==> src/rtl/imem_loader_pkg.sv <==
// imem_loader_pkg: loader state encoding and default sizing constants
package imem_loader_pkg;
  localparam int W_DEF = 16;
  localparam int ADDR_W_DEF = 10;
  localparam int HOLD_CYC_DEF = 4;
  typedef enum logic [1:0] {LOAD, HOLD, RUN, ERR} state_t;
endpackage

==> src/rtl/imem_loader_if.sv <==
// imem_loader_if: valid/ready instruction word stream (in_valid, in_word, in_last from master; in_ready from slave)
interface imem_loader_if
  import imem_loader_pkg::*;
#(parameter int W = W_DEF);
  logic in_valid;
  logic [W-1:0] in_word;
  logic in_last;
  logic in_ready;
  modport master(output in_valid, in_word, in_last, input in_ready);
  modport slave(input in_valid, in_word, in_last, output in_ready);
endinterface

==> src/rtl/imem_loader.sv <==
// imem_loader: writes stream src into imem from addr 0 (mem_we/mem_addr/mem_wdata), holds cpu_rst until done, flags err_overflow, counts word_count; IMEM_LOADER_CHECKSUM_EN adds checksum
module imem_loader
  import imem_loader_pkg::*;
#(
  parameter int W = W_DEF,
  parameter int ADDR_W = ADDR_W_DEF,
  parameter int HOLD_CYC = HOLD_CYC_DEF
)(
  input  logic              clk,
  input  logic              rst,
  imem_loader_if.slave      src,
  output logic              mem_we,
  output logic [ADDR_W-1:0] mem_addr,
  output logic [W-1:0]      mem_wdata,
  output logic              cpu_rst,
  output logic              done,
  output logic              err_overflow,
  output logic [ADDR_W:0]   word_count
`ifdef IMEM_LOADER_CHECKSUM_EN
  ,
  output logic [W-1:0]      checksum
`endif
);
  localparam logic [ADDR_W:0] LAST_PTR = {1'b0, {ADDR_W{1'b1}}};
  state_t state;
  logic [7:0] hcnt;
  logic acc, fin;
  always_comb begin
    acc = state == LOAD && src.in_valid && src.in_ready;
    fin = acc && (src.in_last || word_count == LAST_PTR);
  end
  always_ff @(posedge clk) begin
    if (rst) begin
      state <= LOAD;
      src.in_ready <= 1'b0;
      mem_we <= 1'b0;
      mem_addr <= '0;
      mem_wdata <= '0;
      cpu_rst <= 1'b1;
      done <= 1'b0;
      err_overflow <= 1'b0;
      word_count <= '0;
      hcnt <= '0;
    end else begin
      mem_we <= acc;
      src.in_ready <= state == LOAD && !fin;
      if (acc) begin
        mem_addr <= word_count[ADDR_W-1:0];
        mem_wdata <= src.in_word;
        word_count <= word_count + 1'b1;
      end
      case (state)
        LOAD: if (fin) begin
          state <= src.in_last ? HOLD : ERR;
          err_overflow <= !src.in_last;
          hcnt <= '0;
        end
        HOLD: if (hcnt == 8'(HOLD_CYC - 1)) begin
          state <= RUN;
          cpu_rst <= 1'b0;
          done <= 1'b1;
        end else hcnt <= hcnt + 1'b1;
        default: ;
      endcase
    end
  end
`ifdef IMEM_LOADER_CHECKSUM_EN
  always_ff @(posedge clk) begin
    if (rst) checksum <= '0;
    else if (acc) checksum <= checksum + src.in_word;
  end
`endif
endmodule

==> src/flat_wrapper.sv <==
// flat-port wrapper written by rule: the top's interface ports become plain ports
module imem_loader_flat import imem_loader_pkg::*;
#(
  parameter int W = W_DEF,
  parameter int ADDR_W = ADDR_W_DEF,
  parameter int HOLD_CYC = HOLD_CYC_DEF
)
  (clk, rst, mem_we, mem_addr, mem_wdata, cpu_rst, done, err_overflow, word_count, src_in_valid, src_in_word, src_in_last, src_in_ready);
  imem_loader_if #(.W(W)) src_i ();
  input  logic clk;
  input  logic rst;
  output logic mem_we;
  output logic [ADDR_W-1:0] mem_addr;
  output logic [W-1:0] mem_wdata;
  output logic cpu_rst;
  output logic done;
  output logic err_overflow;
  output logic [ADDR_W:0] word_count;
  input wire logic [$bits(src_i.in_valid)-1:0] src_in_valid;
  input wire logic [$bits(src_i.in_word)-1:0] src_in_word;
  input wire logic [$bits(src_i.in_last)-1:0] src_in_last;
  output wire logic [$bits(src_i.in_ready)-1:0] src_in_ready;
  assign src_i.in_valid = src_in_valid;
  assign src_i.in_word = src_in_word;
  assign src_i.in_last = src_in_last;
  assign src_in_ready = src_i.in_ready;
  imem_loader #(.W(W), .ADDR_W(ADDR_W), .HOLD_CYC(HOLD_CYC)) u_core (.clk(clk), .rst(rst), .src(src_i), .mem_we(mem_we), .mem_addr(mem_addr), .mem_wdata(mem_wdata), .cpu_rst(cpu_rst), .done(done), .err_overflow(err_overflow), .word_count(word_count));
endmodule
==> config.mk <==
export PLATFORM = sky130hd
export DESIGN_NAME = imem_loader_flat
export DESIGN_NICKNAME = d
export VERILOG_FILES = /design/src/rtl/imem_loader_pkg.sv /design/src/rtl/imem_loader_if.sv /design/src/rtl/imem_loader.sv /design/src/flat_wrapper.sv
export SDC_FILE = /design/constraint.sdc
export NUM_CORES = 1
export LEC_CHECK = 0
export CAP_MARGIN = 10
export CORE_MARGIN = 1.5
export CORE_UTILIZATION = 35
export CTS_BUF_LIST = sky130_fd_sc_hd__clkbuf_16
export DETAILED_ROUTE_END_ITERATION = 7
export GPL_ROUTABILITY_DRIVEN = 0
export SLEW_MARGIN = 20
export SYNTH_ARGS = -nofsm -noshare
export SYNTH_HDL_FRONTEND = slang
export SYNTH_SLANG_ARGS = --single-unit
export TNS_END_PERCENT = 50
==> constraint.sdc <==
create_clock -name clk -period 1.8 [get_ports clk]
set_input_delay 0.27 -clock clk [delete_from_list [all_inputs] [get_ports clk]]
set_output_delay 0.27 -clock clk [all_outputs]
set_load 0.05 [all_outputs]
==> results_dict.tcl <==
set metrics [dict create \
    path_depth 1 \
    wl_per_cell_um 12.6 \
    dp_hpwl_mm 3.48 \
    relSlewSlack_pct 66.3 \
    cts_hold_buf 0 \
    antenna_found_initial 0 \
    routed_via_density 4.92 \
    critical_path_required_ps 1530 \
    crit_fanout 5 \
    synth-edff-count 0 \
    ff2ff_path_depth 5 \
    cts-root-buf "clkbuf_16" \
    max_slew.worst_pin.slew_ps 503 \
    worst_ir_drop_vdd_uv 420 \
    syn-num-nets 273 \
    cts_resized 0 \
    syn2layout_area_growth_pct 41.7 \
    post-route-cell-area_sq_um 2970 \
    crit_end "word_count[1]" \
    ff2ff_setup_slack_ps 140 \
    status "finished, final reports clean" \
    die_x_um 80.3 \
    num_rows 27 \
    crit_chain "clkdlybuf4s50_1" \
    postCtsSetupBuffers 0 \
    synth-async-reset-ratio_pct 0 \
    slowest_stage "clkdlybuf4s50_1" \
    hold_viol 0 \
    synth_area_sq_um 2090 \
    track_usage_pct 16.6 \
    diodes 0 \
    r2r_end "u_core.hcnt[0]" \
    grt_max_degree 26 \
    cp-end-kind "output pin" \
    overflow 0 \
    cp_num_buf_inv 1 \
    critPathTopFamily "buffers and inverters" \
    final.setup_skew_ps 3.11 \
    synthCells 251 \
    cts_tree "yes" \
    dieHeight_um 80.3 \
    timing.final.max_slew_violations 0 \
    slowest_delay_ps 820 \
    period_share_pct 96.8 \
    synth.avg_cell_area_sq_um 8.34 \
    ys_types 39 \
    ios 62 \
    drtAntennaViolNets 0 \
    final-setup-viol-count 0 \
    start_util_pct 37.1 \
    grt_pass1_vias 1766 \
    period_needed_ps 1740 \
    whs_ps 407 \
    drc 0 \
    worstSetupStartpointType "flip-flop" \
    dp_cells 384 \
    routed_wl_mm 4.95 \
    grt_setup_unrepaired "no" \
    insertion_delay_ps 280 \
    cap_violations 0 \
    holdCritPathClass "in2reg" \
    p_leak_nw 1.04 \
    cts_max_level 2 \
    fp.coreArea_sq_um 5640 \
    reg2reg_from "u_core.hcnt[0]" \
    synth-seq-cells 52 \
    clk_pin_slew_ps 60 \
    grt_pass1_wl_mm 8.34 \
    max_freq_mhz 574 \
    ys_seq_area_share_pct 49.7 \
    drive_above_1_share_pct 15.3 \
    drtPass1Iterations 4 \
    port_buffers 61 \
    arrival_ps 1470 \
    cts_buffers 5 \
    cts_sinks 52 \
    num_vias 1930 \
    fin_cells 392 \
    dpl_cell_area_sq_um 2830 \
    power_density_nw_per_um2 830 \
    clock_path_buffers 2 \
    die-area_sq_um 6450 \
    startpoint "u_core.word_count[1]" \
    drtIter0Drc 84 \
    synthFlopType "dfxtp_1" \
    yosysWarnings 0 \
    nets 341 \
    crit_type "reg2out" \
]
registers in the layout, indices dropped and copies added (netlist names):
register	flops
u_core.src.in_ready	1
u_core.done	1
u_core.cpu_rst	1
u_core.mem_we	1
u_core.err_overflow	1
u_core.hcnt	8
u_core.mem_wdata	16
u_core.word_count	11
u_core.mem_addr	10
u_core.state	2
where the power goes:
group / switching (mW) / total [mW] / internal, mW
clock network: 0.389 / 0.895 / 0.505
logic: 0.222 / 0.359 / 0.137
registers: 0.0206 / 1.21 / 1.19
total: 0.632 / 2.46 / 1.83
per-layer routing:
| layer | vias up | part of all wire [%] | global-route usage [%] |
|---|---|---|---|
| li1 | 1005 | - | - |
| met1 | 879 | 49 | 22.0 |
| met2 | 41 | 44 | 25.3 |
| met3 | 5 | 5.4 | 4.55 |
| met4 | 0 | 1.5 | 6.72 |
| met5 | - | 0 | 0 |
area by class of cell:
class | count | area (sq um)
fill | 567 | 2680
sequential | 52 | 1050
multi-input combinational | 180 | 980
timing repair buffer | 76 | 691
clock buffer | 5 | 125
tap | 72 | 90.1
inverter | 4 | 15.0
clock inverter | 3 | 13.8
cells by family (layout without fill, tap and decap cells):
| group | count (synthesis) | in the layout | synth area share [%] |
|---|---|---|---|
| compound gates | 53 | 53 | 14.5 |
| xor+xnor | 8 | 8 | 3.35 |
| fa+ha+maj | 2 | 2 | 1.20 |
| buf+inv | 19 | 88 | 3.71 |
| flops | 52 | 52 | 49.7 |
| simple gates | 117 | 117 | 27.6 |
synthesized netlist by cell type (all sizes together), types with 3 or more instances:
library cell	n	area share, %
a21oi	35	8.5
a311oi	3	1.3
buf	5	1.2
clkbuf	10	1.8
dfxtp	52	50
inv	4	0.72
nand2	66	12
nand2b	4	1.2
nand3	6	1.4
nand4	3	0.90
nor2	12	2.2
nor3	6	1.7
nor4	4	1.2
nor4b	3	2.0
o21ai	6	1.4
o31ai	3	1.1
xnor2	6	2.5
cell usage in the layout (no fill, tap or decap), types with 3 or more instances in the layout:
cell | Yosys | final
inv_1 | 4 | 4
nor4_1 | 4 | 4
nand4_1 | 3 | 3
nand3_1 | 6 | 6
buf_4 | 0 | 26
xnor2_1 | 6 | 6
o31ai_1 | 3 | 3
dfxtp_2 | 0 | 8
nor3_1 | 5 | 5
nand2b_1 | 4 | 4
clkdlybuf4s50_1 | 0 | 49
dfxtp_1 | 52 | 44
a21oi_1 | 34 | 34
o21ai_0 | 6 | 6
nor2_1 | 12 | 12
a311oi_1 | 3 | 3
clkbuf_16 | 0 | 5
nand2_1 | 66 | 66
per-stage QoR:
| stage | TNS [ps] | power, mW | utilization [%] | setup slack [ps] |
|---|---|---|---|---|
| after CTS | 0 | 2.49 | 52.6 | 47.3 |
| final | 0 | 2.46 | 52.6 | 58.2 |
| after global routing | 0 | 2.57 | 52.6 | 23.4 |
| after floorplan | 0 | 1.45 | - | 61.0 |
| after detailed placement | -876 | 1.59 | 50.1 | -88.3 |
| after global placement | -579 | 1.59 | 50.1 | -72.7 |
worst min-delay path by stage:
stage                         startpoint              endpoint  slack [ps]  depth (start not counted)
final                                rst  u_core.mem_wdata[12]         410                          2
after detailed placement  u_core.cpu_rst        u_core.cpu_rst         440                          1
after global placement       u_core.done           u_core.done         430                          2
after global routing                 rst  u_core.mem_wdata[10]         420                          2
after floorplan              src_in_last   u_core.err_overflow         380                          1
after CTS                            rst  u_core.mem_wdata[13]         400                          2
(Power assumes the default switching activity.)
